**config.mk**
```make
export PLATFORM = sky130hd
export DESIGN_NAME = ws2811_tx
export DESIGN_NICKNAME = d
export VERILOG_FILES = /design/src/rtl/ws2811_pkg.sv /design/src/rtl/ws2811_bit_timer.sv /design/src/rtl/ws2811_tx.sv
export SDC_FILE = /design/constraint.sdc
export NUM_CORES = 1
export LEC_CHECK = 0
export BUFFER_PORTS_ARGS = -buffer_cell sky130_fd_sc_hd__buf_2
export CAP_MARGIN = 40
export CELL_PAD_IN_SITES_DETAIL_PLACEMENT = 0
export CELL_PAD_IN_SITES_GLOBAL_PLACEMENT = 2
export CORE_MARGIN = 2
export CORE_UTILIZATION = 35
export DETAILED_ROUTE_END_ITERATION = 12
export PLACE_DENSITY_LB_ADDON = 0.1
export SYNTH_ARGS = -nofsm -noshare
export SYNTH_HDL_FRONTEND = slang
export SYNTH_HIERARCHICAL = 1
export SYNTH_SLANG_ARGS = --single-unit
```
**constraint.sdc**
```tcl
create_clock -name clk -period 5.1 [get_ports clk]
set_input_delay 1.02 -clock clk [delete_from_list [all_inputs] [get_ports clk]]
set_output_delay 1.02 -clock clk [all_outputs]
set_load 0.02 [all_outputs]
```
**src/rtl/ws2811_pkg.sv**
```systemverilog
// Shared definitions for the WS2811 transmitter: command word layout,
// FSM state encoding and default 50 MHz bit timing.
package ws2811_pkg;

  localparam int unsigned WORD_W    = 56;
  localparam int unsigned COLOR_LSB = 0;
  localparam int unsigned COLOR_MSB = 23;
  localparam int unsigned REP_LSB   = 24;
  localparam int unsigned REP_MSB   = 39;
  localparam int unsigned LATCH_BIT = 40;

  localparam int unsigned COLOR_W   = COLOR_MSB - COLOR_LSB + 1;
  localparam int unsigned REP_W     = REP_MSB - REP_LSB + 1;
  localparam int unsigned BIT_CNT_W = 5;

  localparam int unsigned DEF_CLK_HZ    = 50_000_000;
  localparam int unsigned DEF_T0H_CYC   = 18;
  localparam int unsigned DEF_T1H_CYC   = 35;
  localparam int unsigned DEF_BIT_CYC   = 63;
  localparam int unsigned DEF_RESET_CYC = 2600;

  typedef enum logic [1:0] {
    ST_IDLE,
    ST_FETCH,
    ST_SEND,
    ST_LATCH
  } state_e;

  // Width of a counter that must reach the larger of the bit and latch periods.
  function automatic int unsigned cyc_width(input int unsigned a, input int unsigned b);
    return $clog2((a > b) ? a : b);
  endfunction

endpackage

```
**src/rtl/ws2811_bit_timer.sv**
```systemverilog
// Cycle counter for one WS2811 bit period or one latch period, with the
// look-ahead line level for the next cycle so the top can register it.
module ws2811_bit_timer
  import ws2811_pkg::*;
#(
  parameter int unsigned T0H_CYC   = DEF_T0H_CYC,
  parameter int unsigned T1H_CYC   = DEF_T1H_CYC,
  parameter int unsigned BIT_CYC   = DEF_BIT_CYC,
  parameter int unsigned RESET_CYC = DEF_RESET_CYC
) (
  input  logic clk,
  input  logic rst,
  input  logic start,
  input  logic run,
  input  logic latch_mode,
  input  logic line_en,
  input  logic bit_val,
  output logic line,
  output logic bit_end,
  output logic near_end
);

  localparam int unsigned CYC_W = cyc_width(BIT_CYC, RESET_CYC);

  logic [CYC_W-1:0] cyc_q, cyc_d;
  logic [CYC_W-1:0] last_c;
  logic [CYC_W-1:0] hi_c;

  always_comb begin
    last_c   = latch_mode ? CYC_W'(RESET_CYC - 1) : CYC_W'(BIT_CYC - 1);
    bit_end  = run && (cyc_q == last_c);
    near_end = run && (cyc_q == (last_c - CYC_W'(1)));
    if (start || !run || bit_end) begin
      cyc_d = '0;
    end else begin
      cyc_d = cyc_q + CYC_W'(1);
    end
  end

  // High time is zero whenever the next cycle is not a SEND cycle (latch, idle).
  always_comb begin
    hi_c = bit_val ? CYC_W'(T1H_CYC) : CYC_W'(T0H_CYC);
    line = line_en && (cyc_d < hi_c);
  end

  always_ff @(posedge clk) begin
    if (rst) begin
      cyc_q <= '0;
    end else begin
      cyc_q <= cyc_d;
    end
  end

endmodule

```
**src/rtl/ws2811_tx.sv**
```systemverilog
// WS2811 serial transmitter: pops 56-bit command words from the LED FIFO and
// drives GRB pixels (with repeat and optional latch period) on data_out.
module ws2811_tx
  import ws2811_pkg::*;
#(
  parameter int unsigned CLK_HZ    = DEF_CLK_HZ,
  parameter int unsigned T0H_CYC   = DEF_T0H_CYC,
  parameter int unsigned T1H_CYC   = DEF_T1H_CYC,
  parameter int unsigned BIT_CYC   = DEF_BIT_CYC,
  parameter int unsigned RESET_CYC = DEF_RESET_CYC
) (
  input  logic              clk,
  input  logic              rst,
  input  logic [WORD_W-1:0] fifo_dout,
  input  logic              fifo_empty,
  output logic              fifo_rd_en,
  output logic              data_out,
  output logic              busy,
  output logic              frame_done
);

  if (!((BIT_CYC > T1H_CYC) && (T1H_CYC > T0H_CYC) && (T0H_CYC >= 1) &&
        (RESET_CYC >= 2) && (CLK_HZ > 0))) begin : g_bad_timing
    $error("ws2811_tx: inconsistent timing parameters");
  end

  state_e               state_q, state_d;
  logic [COLOR_W-1:0]   color_q, color_d;
  logic [COLOR_W-1:0]   shift_q, shift_d;
  logic [REP_W-1:0]     rep_q, rep_d;
  logic                 latch_q, latch_d;
  logic [BIT_CNT_W-1:0] bit_q, bit_d;
  logic                 data_out_q, data_out_d;
  logic                 busy_q, busy_d;
  logic                 frame_done_q, frame_done_d;

  logic tmr_start, tmr_run, tmr_latch, tmr_line_en, tmr_bit_val;
  logic tmr_line, tmr_bit_end, tmr_near_end;
  logic unused_rsvd;

  assign unused_rsvd = ^fifo_dout[WORD_W-1:LATCH_BIT+1];

  // Timer control follows the current state; line level looks one cycle ahead.
  assign tmr_start   = (state_q == ST_FETCH);
  assign tmr_run     = (state_q == ST_SEND) || (state_q == ST_LATCH);
  assign tmr_latch   = (state_q == ST_LATCH);
  assign tmr_line_en = (state_d == ST_SEND);
  assign tmr_bit_val = shift_d[COLOR_W-1];

  ws2811_bit_timer #(
    .T0H_CYC  (T0H_CYC),
    .T1H_CYC  (T1H_CYC),
    .BIT_CYC  (BIT_CYC),
    .RESET_CYC(RESET_CYC)
  ) u_timer (
    .clk       (clk),
    .rst       (rst),
    .start     (tmr_start),
    .run       (tmr_run),
    .latch_mode(tmr_latch),
    .line_en   (tmr_line_en),
    .bit_val   (tmr_bit_val),
    .line      (tmr_line),
    .bit_end   (tmr_bit_end),
    .near_end  (tmr_near_end)
  );

  always_comb begin
    state_d    = state_q;
    color_d    = color_q;
    shift_d    = shift_q;
    rep_d      = rep_q;
    latch_d    = latch_q;
    bit_d      = bit_q;
    fifo_rd_en = 1'b0;

    unique case (state_q)
      ST_IDLE: begin
        if (!fifo_empty) begin
          fifo_rd_en = !rst;
          state_d    = ST_FETCH;
        end
      end
      ST_FETCH: begin
        color_d = fifo_dout[COLOR_MSB:COLOR_LSB];
        shift_d = fifo_dout[COLOR_MSB:COLOR_LSB];
        rep_d   = fifo_dout[REP_MSB:REP_LSB];
        latch_d = fifo_dout[LATCH_BIT];
        bit_d   = '0;
        state_d = ST_SEND;
      end
      ST_SEND: begin
        if (tmr_bit_end) begin
          shift_d = {shift_q[COLOR_W-2:0], 1'b0};
          bit_d   = bit_q + BIT_CNT_W'(1);
          if (bit_q == BIT_CNT_W'(COLOR_W - 1)) begin
            // Repeat count 0 behaves as 1: only counts above 1 re-send.
            bit_d = '0;
            if (rep_q > REP_W'(1)) begin
              rep_d   = rep_q - REP_W'(1);
              shift_d = color_q;
            end else if (latch_q) begin
              state_d = ST_LATCH;
            end else begin
              state_d = ST_IDLE;
            end
          end
        end
      end
      ST_LATCH: begin
        if (tmr_bit_end) begin
          state_d = ST_IDLE;
        end
      end
      default: state_d = ST_IDLE;
    endcase
  end

  assign data_out_d   = tmr_line;
  assign busy_d       = (state_d != ST_IDLE);
  assign frame_done_d = (state_q == ST_LATCH) && tmr_near_end;

  always_ff @(posedge clk) begin
    if (rst) begin
      state_q      <= ST_IDLE;
      color_q      <= '0;
      shift_q      <= '0;
      rep_q        <= '0;
      latch_q      <= 1'b0;
      bit_q        <= '0;
      data_out_q   <= 1'b0;
      busy_q       <= 1'b0;
      frame_done_q <= 1'b0;
    end else begin
      state_q      <= state_d;
      color_q      <= color_d;
      shift_q      <= shift_d;
      rep_q        <= rep_d;
      latch_q      <= latch_d;
      bit_q        <= bit_d;
      data_out_q   <= data_out_d;
      busy_q       <= busy_d;
      frame_done_q <= frame_done_d;
    end
  end

  assign data_out   = data_out_q;
  assign busy       = busy_q;
  assign frame_done = frame_done_q;

endmodule

```
---- Word level (Yosys, flattened, before mapping) ----
Index checks and enable logic that the tools add are counted.
operators by class
  add/sub/neg operators ................... 4
  magnitude comparators ................... 2
  eq/ne operators ......................... 10
  mux-type cells .......................... 23
  reductions and logical operators ........ 14
operator list
  cell                     number
  $mux W24                 3
  $mux W16                 3
  $pmux W24 S2             1
  $pmux W16 S2             1
  $eq A12 B12 Y1           2
  $mux W12                 2
  $gt A16 B1 Y1 const B    1
  $sub A16 B1 Y16 const B  1
  $add A12 B1 Y12 const B  1
  $lt A12 B12 Y1           1
  $mux W2                  6
  $sub A12 B1 Y12 const B  1
  $mux W5                  2
  $pmux W5 S2              1
  $pmux W2 S4              1
  $eq A2 B2 Y1 const B     3
  $mux W6                  1
  $add A5 B1 Y5 const B    1
  $eq A5 B5 Y1 const B     1
  $logic_and A1 B1 Y1      4
  $ne A2 B1 Y1 const B     2
  $reduce_and A4 Y1        1
  $reduce_bool A2 Y1       2
  $logic_or A1 B1 Y1       3
  6 further kinds          8
storage, ports and cells
  bits in registers ....................... 87
  bits of input ports ..................... 59
  output and inout bits ................... 4
  word-level logic and storage cells ...... 64

---- Depth between registers and ports, before layout ----
Gate-level depths: netlist of the first run.
  word-level depth ........................ 9
  gate-level depth with buffers ........... 18
  gate-level depth less buffers ........... 16

---- Modules after synthesis ----
The synthesis of the first run kept the hierarchy.
by module, submodules not included
  module            times used  cells an instance  area each (um2)
  ws2811_tx         1           413                3,799.9
  ws2811_bit_timer  1           101                817.0

---- Least setup slack after synthesis of the first run ----
No wires, ideal clock.
  path kind ............................... reg-to-reg
  from .................................... register state_q[0]
  to ...................................... register data_out_q, in the netlist data_out
  arrival time ............................ 3.561 ns
  slack ................................... 1.473 ns
  stages on the path, launching flop included .. 19
  path buffers ............................ 4
  clock period less this slack ............ 3.627 ns
  path through ............................ dfxtp_1 > inv_1 > ha_1 > clkbuf_1 > clkbuf_1 > buf_1 > or2_2 > nand2_1 > nor2_1 > and2_1 > buf_2 > nand4_1 > nand3_1 > inv_1 > ha_1 > a211oi_1 > o211ai_1 > o31ai_1 > nor2b_1
RTL lines
  element                  RTL line                text
  from (decl)              ws2811_tx.sv:27         state_e state_q, state_d;
  from (signal assigned)   ws2811_tx.sv:135        state_q <= state_d;
  $eq A2 B2 Y1             ws2811_tx.sv:45         assign tmr_run = (state_q == ST_SEND) || (state_q == ST_LATCH);
  $logic_or A1 B1 Y1 (*)   ws2811_tx.sv:45
  via tmr_run              ws2811_tx.sv:37         logic tmr_start, tmr_run, tmr_latch, tmr_line_en, tmr_bit_val;
  $logic_and A1 B1 Y1 (*)  ws2811_bit_timer.sv:31  bit_end = run && (cyc_q == last_c);
  via tmr_bit_end          ws2811_tx.sv:38         logic tmr_line, tmr_bit_end, tmr_near_end;
  $mux W24 (*)             ws2811_tx.sv:93         if (tmr_bit_end) begin
  $pmux W24 S2 (*)         ws2811_tx.sv:77         unique case (state_q)
  via shift_d[23]          ws2811_tx.sv:29         logic [COLOR_W-1:0] shift_q, shift_d;
  $mux W6 (*)              ws2811_bit_timer.sv:42  hi_c = bit_val ? CYC_W'(T1H_CYC) : CYC_W'(T0H_CYC);
  $lt A12 B12 Y1 (*)       ws2811_bit_timer.sv:43  line = line_en && (cyc_d < hi_c);
  $logic_and A1 B1 Y1 (*)  ws2811_bit_timer.sv:43
  via data_out_d           ws2811_tx.sv:33         logic data_out_q, data_out_d;
  to (signal assigned)     ws2811_tx.sv:141        data_out_q <= data_out_d;
  to (decl)                ws2811_tx.sv:33
Mark *: on every way through the listed nets, which the timed path passes. The rest lies on a longest branch. The select of a mux whose other input is x is not followed.
A chain may end at the register's enable or synchronous reset.

---- Worst setup path after layout of the first run ----
  from .................................... register state_q[1]
  to ...................................... register data_out_q, in the netlist data_out
between the ends
  longest elaborated chain between the ends .. 9
RTL lines
  element                  RTL line                text
  $eq A2 B2 Y1 (*)         ws2811_tx.sv:46         assign tmr_latch = (state_q == ST_LATCH);
  via tmr_latch            ws2811_tx.sv:37
  $mux W12                 ws2811_bit_timer.sv:30  last_c = latch_mode ? CYC_W'(RESET_CYC - 1) : CYC_W'(BIT_CYC - 1);
  $eq A12 B12 Y1           ws2811_bit_timer.sv:31
  $logic_and A1 B1 Y1 (*)  ws2811_bit_timer.sv:31
  via tmr_bit_end          ws2811_tx.sv:38
  $mux W24 (*)             ws2811_tx.sv:93
  $pmux W24 S2 (*)         ws2811_tx.sv:77
  via shift_d[23]          ws2811_tx.sv:29
  $mux W6 (*)              ws2811_bit_timer.sv:42
  $lt A12 B12 Y1 (*)       ws2811_bit_timer.sv:43
  $logic_and A1 B1 Y1 (*)  ws2811_bit_timer.sv:43
  via data_out_d           ws2811_tx.sv:33
Marked as above.

==> results of run 1 <==
[state kept, by name (all words and copies together) (netlist names)]
signal	cells
color_q	24
shift_q	24
rep_q	16
u_timer/cyc_q	12
bit_q	5
state_q	2
busy	1
data_out	1
frame_done	1
latch_q	1
[power groups by stage]
stage	clock network [mW]	registers (mW)	logic [mW]
after floorplan	0	0.751	0.233
after global placement	0	0.755	0.317
after detailed placement	0	0.757	0.323
after CTS	0.672	0.741	0.324
after global routing	0.696	0.746	0.354
final	0.649	0.741	0.321
[through the flow]
step | total power, mW | setup WS, ns | utilization (%)
floorplan | 0.984 | 1.47 | -
global placement | 1.07 | 1.25 | 38.9
detailed placement | 1.08 | 1.26 | 38.9
CTS | 1.74 | 1.24 | 41.2
global route | 1.80 | 0.759 | 41.2
finish | 1.71 | 1.30 | 41.2
[placed cells by master (no fill, tap or decap), types with 2 or more instances in the layout]
master | Yosys | final
a21oi_1 | 20 | 20
xnor2_1 | 9 | 9
and2_1 | 3 | 3
a31oi_1 | 4 | 4
ha_1 | 10 | 9
inv_1 | 12 | 12
o221ai_1 | 4 | 4
nor3b_1 | 2 | 2
or2_2 | 3 | 3
nor4_4 | 2 | 2
a22oi_1 | 7 | 7
a32o_1 | 8 | 8
nand3_1 | 14 | 14
nand4_1 | 8 | 8
nor2_1 | 70 | 70
nand2_1 | 30 | 30
nor3_1 | 12 | 11
xor2_1 | 5 | 5
buf_4 | 1 | 10
or4_1 | 2 | 2
o22ai_1 | 7 | 7
a32oi_1 | 23 | 23
o32ai_1 | 4 | 4
o21ai_0 | 28 | 28
clkbuf_8 | 0 | 2
clkinv_4 | 0 | 3
mux2i_1 | 51 | 51
dfxtp_1 | 87 | 87
clkbuf_16 | 0 | 9
and3_1 | 6 | 6
nor4_1 | 4 | 4
buf_2 | 4 | 47
o31ai_1 | 2 | 2
nor2b_1 | 6 | 6
[cell families (layout without fill, tap and decap cells)]
kind of cell / after synthesis / after routing / share of synthesized area (%)
xor gates and xnor gates: 14 / 14 / 2.66
DFF: 87 / 87 / 37.7
buffers and inverters: 48 / 87 / 4.93
AOI/OAI and AO/OA: 125 / 125 / 19.9
adders and majority gates: 10 / 10 / 2.71
and+or+nand+nor: 178 / 178 / 20.5
muxes: 52 / 52 / 11.5
[area by class of cell]
cell class                      count  area (um2)  area share, %
Clock inverter                      5        40.0          0.760
Timing Repair Buffer               58         314           5.96
Tap cell                          172         215           4.09
Inverter                           13        48.8          0.926
Clock buffer                       11         253           4.80
Multi-Input combinational cell    379        2660           50.4
Sequential cell                    87        1740           33.1
[synth_stat cells (2+ instances only)]
cell type / count
dfxtp_1: 87
inv_1: 12
or2_2: 3
o31ai_1: 2
or4_1: 2
o22ai_1: 7
nor3_1: 12
nand3_1: 14
and3_1: 6
a21oi_1: 20
nor2_1: 70
ha_1: 10
a32o_1: 8
nand2_1: 30
o21ai_0: 28
a31oi_1: 4
xnor2_1: 9
nor4_4: 2
clkbuf_1: 19
xor2_1: 5
o221ai_1: 4
buf_1: 5
o32ai_1: 4
buf_6: 5
and2_1: 3
nor2b_1: 6
mux2i_1: 51
buf_2: 4
a22oi_1: 7
nand4_1: 8
a32oi_1: 23
nor4_1: 4
nor3b_1: 2
[per-layer routing]
layer  vias up  GRT usage (%)  wire length [um]
li1       1968              -                 -
met1      1874           21.8              5540
met2        81           27.7              5550
met3         7           5.03               552
met4         2           4.61               116
met5         -              0                13
[worst max-delay path: stages (launching register included)]
cell	delay, ns
dfxtp_1	0.39
ha_1	0.34
and4bb_1	0.28
mux2i_4	0.09
nor2_1	0.09
nand2_1	0.08
nor2_1	0.34
and2_1	0.49
nand4_1	0.19
nand3_1	0.22
inv_1	0.07
ha_1	0.30
a211oi_1	0.32
o211ai_1	0.14
o31ai_1	0.24
nor2b_1	0.15
[how the worst max path moves through the flow]
| stage | cells past startpoint | startpoint | slack [ns] | endpoint |
|---|---|---|---|---|
| finish | 15 | state_q[1]$_SDFF_PP0_ | 1.30 | data_out$_SDFF_PP0_ |
| global placement | 15 | state_q[1]$_SDFF_PP0_ | 1.25 | data_out$_SDFF_PP0_ |
| CTS | 15 | state_q[1]$_SDFF_PP0_ | 1.24 | data_out$_SDFF_PP0_ |
| detailed placement | 15 | state_q[1]$_SDFF_PP0_ | 1.26 | data_out$_SDFF_PP0_ |
| floorplan | 18 | state_q[0]$_SDFF_PP0_ | 1.47 | data_out$_SDFF_PP0_ |
| global route | 15 | state_q[1]$_SDFF_PP0_ | 0.76 | data_out$_SDFF_PP0_ |
==> impl_metrics.tcl, run 1 <==
set metrics [dict create \
    yosysWarningCount 6 \
    drv_cap 0 \
    synth-seq-cells 87 \
    power_spent_charging_and_discharging_nets_uw 511 \
    p_comb_share_pct 18.7 \
    vias_per_cell 5.42 \
    dpl-instance-area_um2 4970 \
    cts_made_buffers 9 \
    post-route-period-util_pct 74.6 \
    worst_slack_on_hold_paths_ns 0.471 \
    post-dp-hpwl_um 7770 \
    grt_usage_pct 17.0 \
    synth_enable_flop_cells 0 \
    gp_congestion 0.765 \
    classification_of_the_worst_setup_path "flip-flop to flip-flop" \
    fp-row-count 41 \
    clock_skew_ns 0.00547 \
    synth_cell_type_count 71 \
    hold_start "shift_q[6]$_SDFFE_PP0P_" \
    r2r_start "state_q[1]$_SDFF_PP0_" \
    worstMarginPinSlew_ns 0.729 \
    synthFlopType "dfxtp_1" \
    netlist_area_um2 4620 \
    drt_first_pass_iters 4 \
    timing.hold.worst_path_depth 2 \
    cp_data_arrival_time_ns 4.08 \
    core-area_um2 12800 \
    synth_top_cells_by_area "dfxtp_1 (38%), mux2i_1 (11%), nor2_1 (5.7%), a32oi_1 (4.4%), o21ai_0 (3.0%)" \
    capturing_point_of_the_worst_reg2reg_path "data_out$_SDFF_PP0_" \
    synthesis.nets 583 \
    internal_power_consumption_mw 1.20 \
    detail_route.wirelength_um 11800 \
    crit_path_max_fanout 11 \
    vdd_drop_max_v 0.000234 \
    max_clock_freq_ghz 0.263 \
    critical_path_required_ns 5.38 \
    cell_accounting_for_the_most_synthesized_area "dfxtp_1" \
    number_of_clock_sinks 87 \
    finalCriticalPeriod_ns 3.80 \
    nets 617 \
    finalSetupTns_ns 0 \
    first_global_vias 3783 \
    synth_top_area_share_pct 37.7 \
    synthCells 514 \
    final_cell_count_no_fill 725 \
    htree_num_levels 3 \
    result_of_the_run "finished, final reports clean" \
    ios 63 \
    clock_power_share_pct 37.9 \
    setup_repair_after_global_routing_missed_its_margin "no" \
    synth-async-reset-ratio_pct 0 \
    horizontal_extent_of_the_die_um 119 \
    switching_share_pct 29.9 \
    global_route.overflow_total 0 \
    cts_hold_buf 0 \
    n_fill_cell 1361 \
    clk_root_buffer_cell "clkbuf_16" \
    fin_area_um2 5270 \
    path_clk_slew_ns 0.06 \
    cellPowerDensity_nw_per_um2 325 \
    drive_gt1_share_pct 17.7 \
    power.static_leakage_nw 1.90 \
    grt_max_degree 38 \
    start_kind "flip-flop" \
    detail_route.drc_violations 0 \
    setup_viol 0 \
    timing.max_slew.rel_slack_pct 51.3 \
    cts-root-to-sink-buffers 2 \
    hold_path_end "shift_q[6]$_SDFFE_PP0P_" \
    placedCellCount 709 \
    dr_total_vias 3932 \
    layout-area-overhead-vs-synth_pct 14.1 \
    die_height_um 119 \
    tritoncts "done" \
    antenna_found_initial 1 \
    share_of_synthesized_area_occupied_by_flip_flops_and_latches_pct 37.7 \
    final_hold_viol_count 0 \
    min-delay-path-class "flip-flop to flip-flop" \
    sequentialPowerShare_pct 43.3 \
    post-cts-setup-buffers 0 \
    die-area_um2 14100 \
    worst_setup_path_end_kind "flip-flop" \
    placement.io_buffers 47 \
    ctsResizeCount 0 \
    final_max_slew_viol_count 0 \
    post_synth.cell_area_avg_um2 8.98 \
    start_util_pct 36.1 \
    timing.reg2reg.setup_slack_ns 1.30 \
    antenna_left 0 \
    drt-wirelength-per-cell_um 16.2 \
    grt_first_pass_wirelength_um 19300 \
    drtIter0Drc 241 \
    ff2ff_path_depth 15 \
    clk-insertion-delay-late_ns 0.35 \
    antenna_cells_inserted 0 \
]
Note: power is estimated with default switching activity, not from simulation.
==> run 2, diff against run 1 <==
CORE_UTILIZATION = 32   (was 35)
clock period = 3.45 ns   (was 5.1 ns; I/O delays follow)
==> run 2 against run 1 <==
Against the previous run:
- cell area rose by 3.1%
- combinational power rose by 52%
- highest routed layer is now met4
- sequential cell count did not move
- wire length rose by 3.2%
- clock skew fell by 0.0016 ns
- via count rose by 1.3%
- critical endpoint unchanged
- die area rose by 9.0%
- utilization fell by 2.4 points
==> impl_metrics.tcl, run 2 (synthesized netlist as in run 1, its figures left out) <==
set metrics [dict create \
    result_of_the_run "finished, final reports clean" \
    final_hold_viol_count 0 \
    drive_gt1_share_pct 20.7 \
    detail_route.wirelength_um 12200 \
    clk-insertion-delay-late_ns 0.34 \
    worstPathCellList "ha_1, and4bb_2, mux2i_4, nor2_1, nand2_1, nor2_4, and2_2, nand4_1, nand3_1, buf_4, a21oi_1, o311ai_0, o211ai_1, o31ai_1, nor2b_1" \
    layout.cells.most_common_list "dfxtp_1 (86), nor2_1 (69), mux2i_1 (51)" \
    die_height_um 124 \
    dpl-instance-area_um2 5120 \
    worstMarginPinSlew_ns 0.560 \
    final_max_slew_viol_count 0 \
    critPathSlowestCell "o311ai_0" \
    cts_made_buffers 9 \
    fin_area_um2 5430 \
    hold_start "shift_q[17]$_SDFFE_PP0P_" \
    area.sequential_um2 1740 \
    die-area_um2 15400 \
    crit_start "state_q[0]$_SDFF_PP0_" \
    htree_num_levels 3 \
    dr_total_vias 3983 \
    start_util_pct 33.0 \
    placement.io_buffers 47 \
    finalCriticalPeriod_ns 3.23 \
    grt_first_pass_wirelength_um 20000 \
    clk_root_buffer_cell "clkbuf_16" \
    max_clock_freq_ghz 0.310 \
    setup_repair_after_global_routing_missed_its_margin "no" \
    min-delay-path-class "flip-flop to flip-flop" \
    fp-row-count 43 \
    cts_hold_buf 0 \
    nets 634 \
    internal_power_consumption_mw 1.85 \
    clock_power_share_pct 38.5 \
    vdd_drop_max_v 0.000305 \
    number_of_clock_sinks 87 \
    slowest_stage_delay_on_critical_path_ns 0.49 \
    first_global_vias 3938 \
    worst_setup_path_end_kind "flip-flop" \
    post-dp-hpwl_um 8120 \
    global_route.overflow_total 0 \
    switching_share_pct 28.4 \
    setup_viol 0 \
    clock_skew_ns 0.00391 \
    start_kind "flip-flop" \
    layout.cells.most_common "dfxtp_1" \
    drt_first_pass_iters 4 \
    classification_of_the_worst_setup_path "flip-flop to flip-flop" \
    n_fill_cell 1467 \
    vias_per_cell 5.32 \
    critical_path_required_ns 3.73 \
    drtIter0Drc 196 \
    path_clk_slew_ns 0.06 \
    crit_path_max_fanout 6 \
    gp_congestion 0.782 \
    place_ws_ns -0.0105 \
    antenna_cells_inserted 0 \
    layout-area-overhead-vs-synth_pct 17.6 \
    antenna_found_initial 0 \
    cp_data_arrival_time_ns 3.51 \
    worst-path-buf-inv 1 \
    grt_usage_pct 16.8 \
    power_spent_charging_and_discharging_nets_uw 733 \
    timing.max_slew.rel_slack_pct 62.2 \
    ios 63 \
    largest_registers_ranked_by_flip_flop_count "color_q x24, shift_q x24, rep_q x16" \
    p_comb_share_pct 19.0 \
    detail_route.drc_violations 0 \
    core-area_um2 14000 \
    drv_cap 0 \
    post-route-period-util_pct 93.6 \
    power.static_leakage_nw 2.00 \
    drt-wirelength-per-cell_um 16.2 \
    r2r_start "state_q[0]$_SDFF_PP0_" \
    worst_slack_on_hold_paths_ns 0.467 \
    antenna_left 0 \
    power_mw 2.58 \
    multi_input_comb_area_um2 2670 \
    cts-root-to-sink-buffers 2 \
    worst_slack_ns 0.221 \
    horizontal_extent_of_the_die_um 124 \
    path_delay_family "simple AND/OR/NAND/NOR gates" \
    grt_max_degree 32 \
    cellPowerDensity_nw_per_um2 475 \
    tritoncts "done" \
    sequentialPowerShare_pct 42.5 \
]
run 2: timing repair:
item                                    4_1_cts  5_1_grt
resized for setup                             1        4
endpoints found under the setup margin        1        1
buffers inserted                              0        0
pin swaps                                     0        1
run 2: final timing paths:
| kind | to | slack (ns) | cells past startpoint |
|---|---|---|---|
| min | shift_q[17]$_SDFFE_PP0P_ | 0.47 | 2 |
| max reg2reg | data_out$_SDFF_PP0_ | 0.22 | 15 |
| min reg2reg | shift_q[17]$_SDFFE_PP0P_ | 0.47 | 2 |
| max | data_out$_SDFF_PP0_ | 0.22 | 15 |
run 2: power by group through the flow:
stage / Sequential (mW) / Combinational [mW] / Clock [mW]
after floorplan: 1.11 / 0.344 / 0
after global placement: 1.12 / 0.485 / 0
after detailed placement: 1.12 / 0.492 / 0
after CTS: 1.10 / 0.493 / 1.04
after global routing: 1.10 / 0.544 / 1.08
final: 1.10 / 0.489 / 0.994
run 2: layout make-up:
| class | instances | share of cell area, % |
|---|---|---|
| flip-flops and latches | 87 | 32.1 |
| inverters | 13 | 0.899 |
| clock buffers | 12 | 4.72 |
| well taps | 180 | 4.15 |
| multi-input cells | 379 | 49.1 |
| clock inverters | 3 | 0.783 |
| repair buffers | 75 | 8.20 |
run 2: worst min-delay path, cell delays in order (launching register included):
cell,delay (ns)
dfxtp_1,0.33
a32oi_1,0.05
o21ai_0,0.06
run 2: metal layers:
metal / part of all wire, % / vias to the layer above / track usage [%]
met5: 0 / - / 0
met4: 1.3 / 0 / 7.58
met3: 4.7 / 12 / 3.43
met2: 47 / 87 / 26.7
met1: 47 / 1884 / 21.7
li1: - / 2000 / -
run 2: metrics by stage:
stage,instances,TNS (ns),util [%]
final,749,0,38.8
after global routing,749,0,38.8
after floorplan,514,0,-
after global placement,734,0,36.6
after detailed placement,734,-0.0105,36.6
after CTS,749,0,38.7
==> run 3, diff against run 2 <==
CORE_UTILIZATION = 33   (was 32)
CTS_BUF_LIST = sky130_fd_sc_hd__clkbuf_4   (was not set)
==> run 3 against run 2 <==
Against the previous run:
- worst setup slack improved by 0.079 ns
- utilization fell by 0.38 points
- cell count up 0.27%
- wire length down 0.48%
- largest power group unchanged
- first-iteration DRC count up 7.7%
- critical endpoint unchanged
==> impl_metrics.tcl, run 3 (synthesized netlist as in run 1, its figures left out) <==
set metrics [dict create \
    worst_path_most_repeated_cell "ha_1" \
    critical_path_required_ns 3.85 \
    sequentialPowerShare_pct 48.4 \
    nets 634 \
    largest_registers_ranked_by_flip_flop_count "color_q x24, shift_q x24, rep_q x16" \
    gp_congestion 0.781 \
    cts-root-to-sink-buffers 2 \
    layout-area-overhead-vs-synth_pct 14.7 \
    timing.hold.worst_path_depth 3 \
    final_cell_count_no_fill 751 \
    placement.io_buffers 47 \
    clk_root_buffer_cell "clkbuf_4" \
    cts_made_buffers 9 \
    path_clk_slew_ns 0.13 \
    cp_data_arrival_time_ns 3.55 \
    global_route.overflow_total 0 \
    internal_power_consumption_mw 1.55 \
    detail_route.drc_violations 0 \
    setup_viol 0 \
    hold_path_end "latch_q$_SDFFE_PP0P_" \
    final_max_slew_viol_count 0 \
    worst_setup_path_end_kind "flip-flop" \
    setup_repair_after_global_routing_missed_its_margin "no" \
    drive_gt1_share_pct 20.5 \
    placedCellCount 734 \
    vias_per_cell 5.28 \
    layout.cells.most_common "dfxtp_1" \
    ios 63 \
    start_util_pct 33.5 \
    r2r_start "state_q[0]$_SDFF_PP0_" \
    post-dp-hpwl_um 7980 \
    max_clock_freq_ghz 0.317 \
    first_global_vias 3876 \
    hold_start "fifo_dout[40]" \
    path_delay_family "simple AND/OR/NAND/NOR gates" \
    post-cts-setup-buffers 0 \
    layout.cells.most_common_list "dfxtp_1 (87), nor2_1 (69), mux2i_1 (50)" \
    start_kind "flip-flop" \
    clock_power_share_pct 30.0 \
    power.static_leakage_nw 1.93 \
    number_of_clock_sinks 87 \
    fp-row-count 43 \
    critPathSlowestCell "dfxtp_1" \
    die-area_um2 15000 \
    grt_usage_pct 16.9 \
    cellPowerDensity_nw_per_um2 427 \
    grt_max_degree 30 \
    post-route-period-util_pct 91.3 \
    cts_hold_buf 0 \
    clock_skew_ns 0.0166 \
    vdd_drop_max_v 0.000192 \
    worstPathCellList "ha_1, and4bb_2, mux2i_4, nor2_1, nand2_1, nor2_4, and2_1, nand4_1, nand3_1, inv_1, ha_1, a211oi_2, o211ai_1, o31ai_1, nor2b_1" \
    worst_slack_on_hold_paths_ns 0.470 \
    timing.reg2reg.setup_slack_ns 0.30 \
    drt_first_pass_iters 4 \
    drt-wirelength-per-cell_um 16.1 \
    capturing_point_of_the_worst_reg2reg_path "data_out$_SDFF_PP0_" \
    die_height_um 122 \
    antenna_found_initial 1 \
    worstMarginPinSlew_ns 0.464 \
    switching_share_pct 31.4 \
    final_hold_viol_count 0 \
    grt_first_pass_wirelength_um 19700 \
    htree_num_levels 3 \
    p_comb_share_pct 21.6 \
    worst-path-buf-inv 1 \
    slowest_stage_delay_on_critical_path_ns 0.36 \
    power_spent_charging_and_discharging_nets_uw 711 \
    result_of_the_run "finished, final reports clean" \
    drv_cap 0 \
    classification_of_the_worst_setup_path "flip-flop to flip-flop" \
    ff2ff_path_depth 15 \
    detail_route.wirelength_um 12100 \
    antenna_left 0 \
    horizontal_extent_of_the_die_um 122 \
    drtIter0Drc 211 \
    finalCriticalPeriod_ns 3.15 \
    core-area_um2 13800 \
    min-delay-path-class "input port to flip-flop" \
    crit_path_max_fanout 6 \
    tritoncts "done" \
    dr_total_vias 3968 \
    clk-insertion-delay-late_ns 0.46 \
    timing.max_slew.rel_slack_pct 69.0 \
]
-- run 3: metrics by stage --
step                      total power [mW]  cell area, um2  utilization (%)  TNS [ns]  worst slack [ns]
after floorplan                       1.45            4620                -         0            0.0424
after global routing                  2.39            5290             38.4         0           0.00731
final                                 2.26            5290             38.4         0             0.300
after detailed placement              1.60            5120             37.1   -0.0271           -0.0271
after CTS                             2.30            5280             38.3         0            0.0386
after global placement                1.60            5120             37.1         0            0.0215
-- run 3: worst max-delay path by stage --
stage	start	to	slack, ns	cells past startpoint
4_1_cts	state_q[0]$_SDFF_PP0_	data_out$_SDFF_PP0_	0.04	15
2_1_floorplan	state_q[0]$_SDFF_PP0_	data_out$_SDFF_PP0_	0.04	18
6_report	state_q[0]$_SDFF_PP0_	data_out$_SDFF_PP0_	0.30	15
3_5_place_dp	state_q[0]$_SDFF_PP0_	data_out$_SDFF_PP0_	-0.03	15
5_1_grt	state_q[0]$_SDFF_PP0_	data_out$_SDFF_PP0_	0.007	16
3_3_place_gp	state_q[0]$_SDFF_PP0_	data_out$_SDFF_PP0_	0.02	15
-- run 3: layout make-up --
cell class                 count  area (um2)
inverter                      13        48.8
clock buffer                  10        75.1
clock inverter                 6        83.8
sequential                    87        1740
tap                          180         225
timing repair buffer          75         445
multi-input combinational    379        2670
antenna                        1        2.50
fill                        1444        8480
-- run 3: metal layers --
metal / GRT usage [%] / up-vias / wire, um
li1: - / 2003 / -
met1: 21.3 / 1886 / 5680
met5: 0 / - / 0
met3: 3.44 / 9 / 593
met2: 28.2 / 70 / 5650
met4: 6.61 / 0 / 165
-- run 3: repair_timing --
action                                  CTS  global route
pin swaps                                 0             2
endpoints found under the setup margin    1             1
resized for setup                         1             3
-- run 3: worst reg2reg max path, cell delays in order (launching register included) --
cell      delay, ns
dfxtp_1        0.36
ha_1           0.23
and4bb_2       0.32
mux2i_4        0.08
nor2_1         0.10
nand2_1        0.11
nor2_4         0.16
and2_1         0.26
nand4_1        0.15
nand3_1        0.18
inv_1          0.07
ha_1           0.32
a211oi_2       0.26
o211ai_1       0.12
o31ai_1        0.22
nor2b_1        0.15
-- run 3: power groups by stage --
stage	Clock, mW	Combinational, mW	Sequential, mW
after global routing	0.744	0.544	1.10
after detailed placement	0	0.487	1.12
after floorplan	0	0.344	1.11
final	0.679	0.488	1.10
after CTS	0.711	0.489	1.10
after global placement	0	0.484	1.12
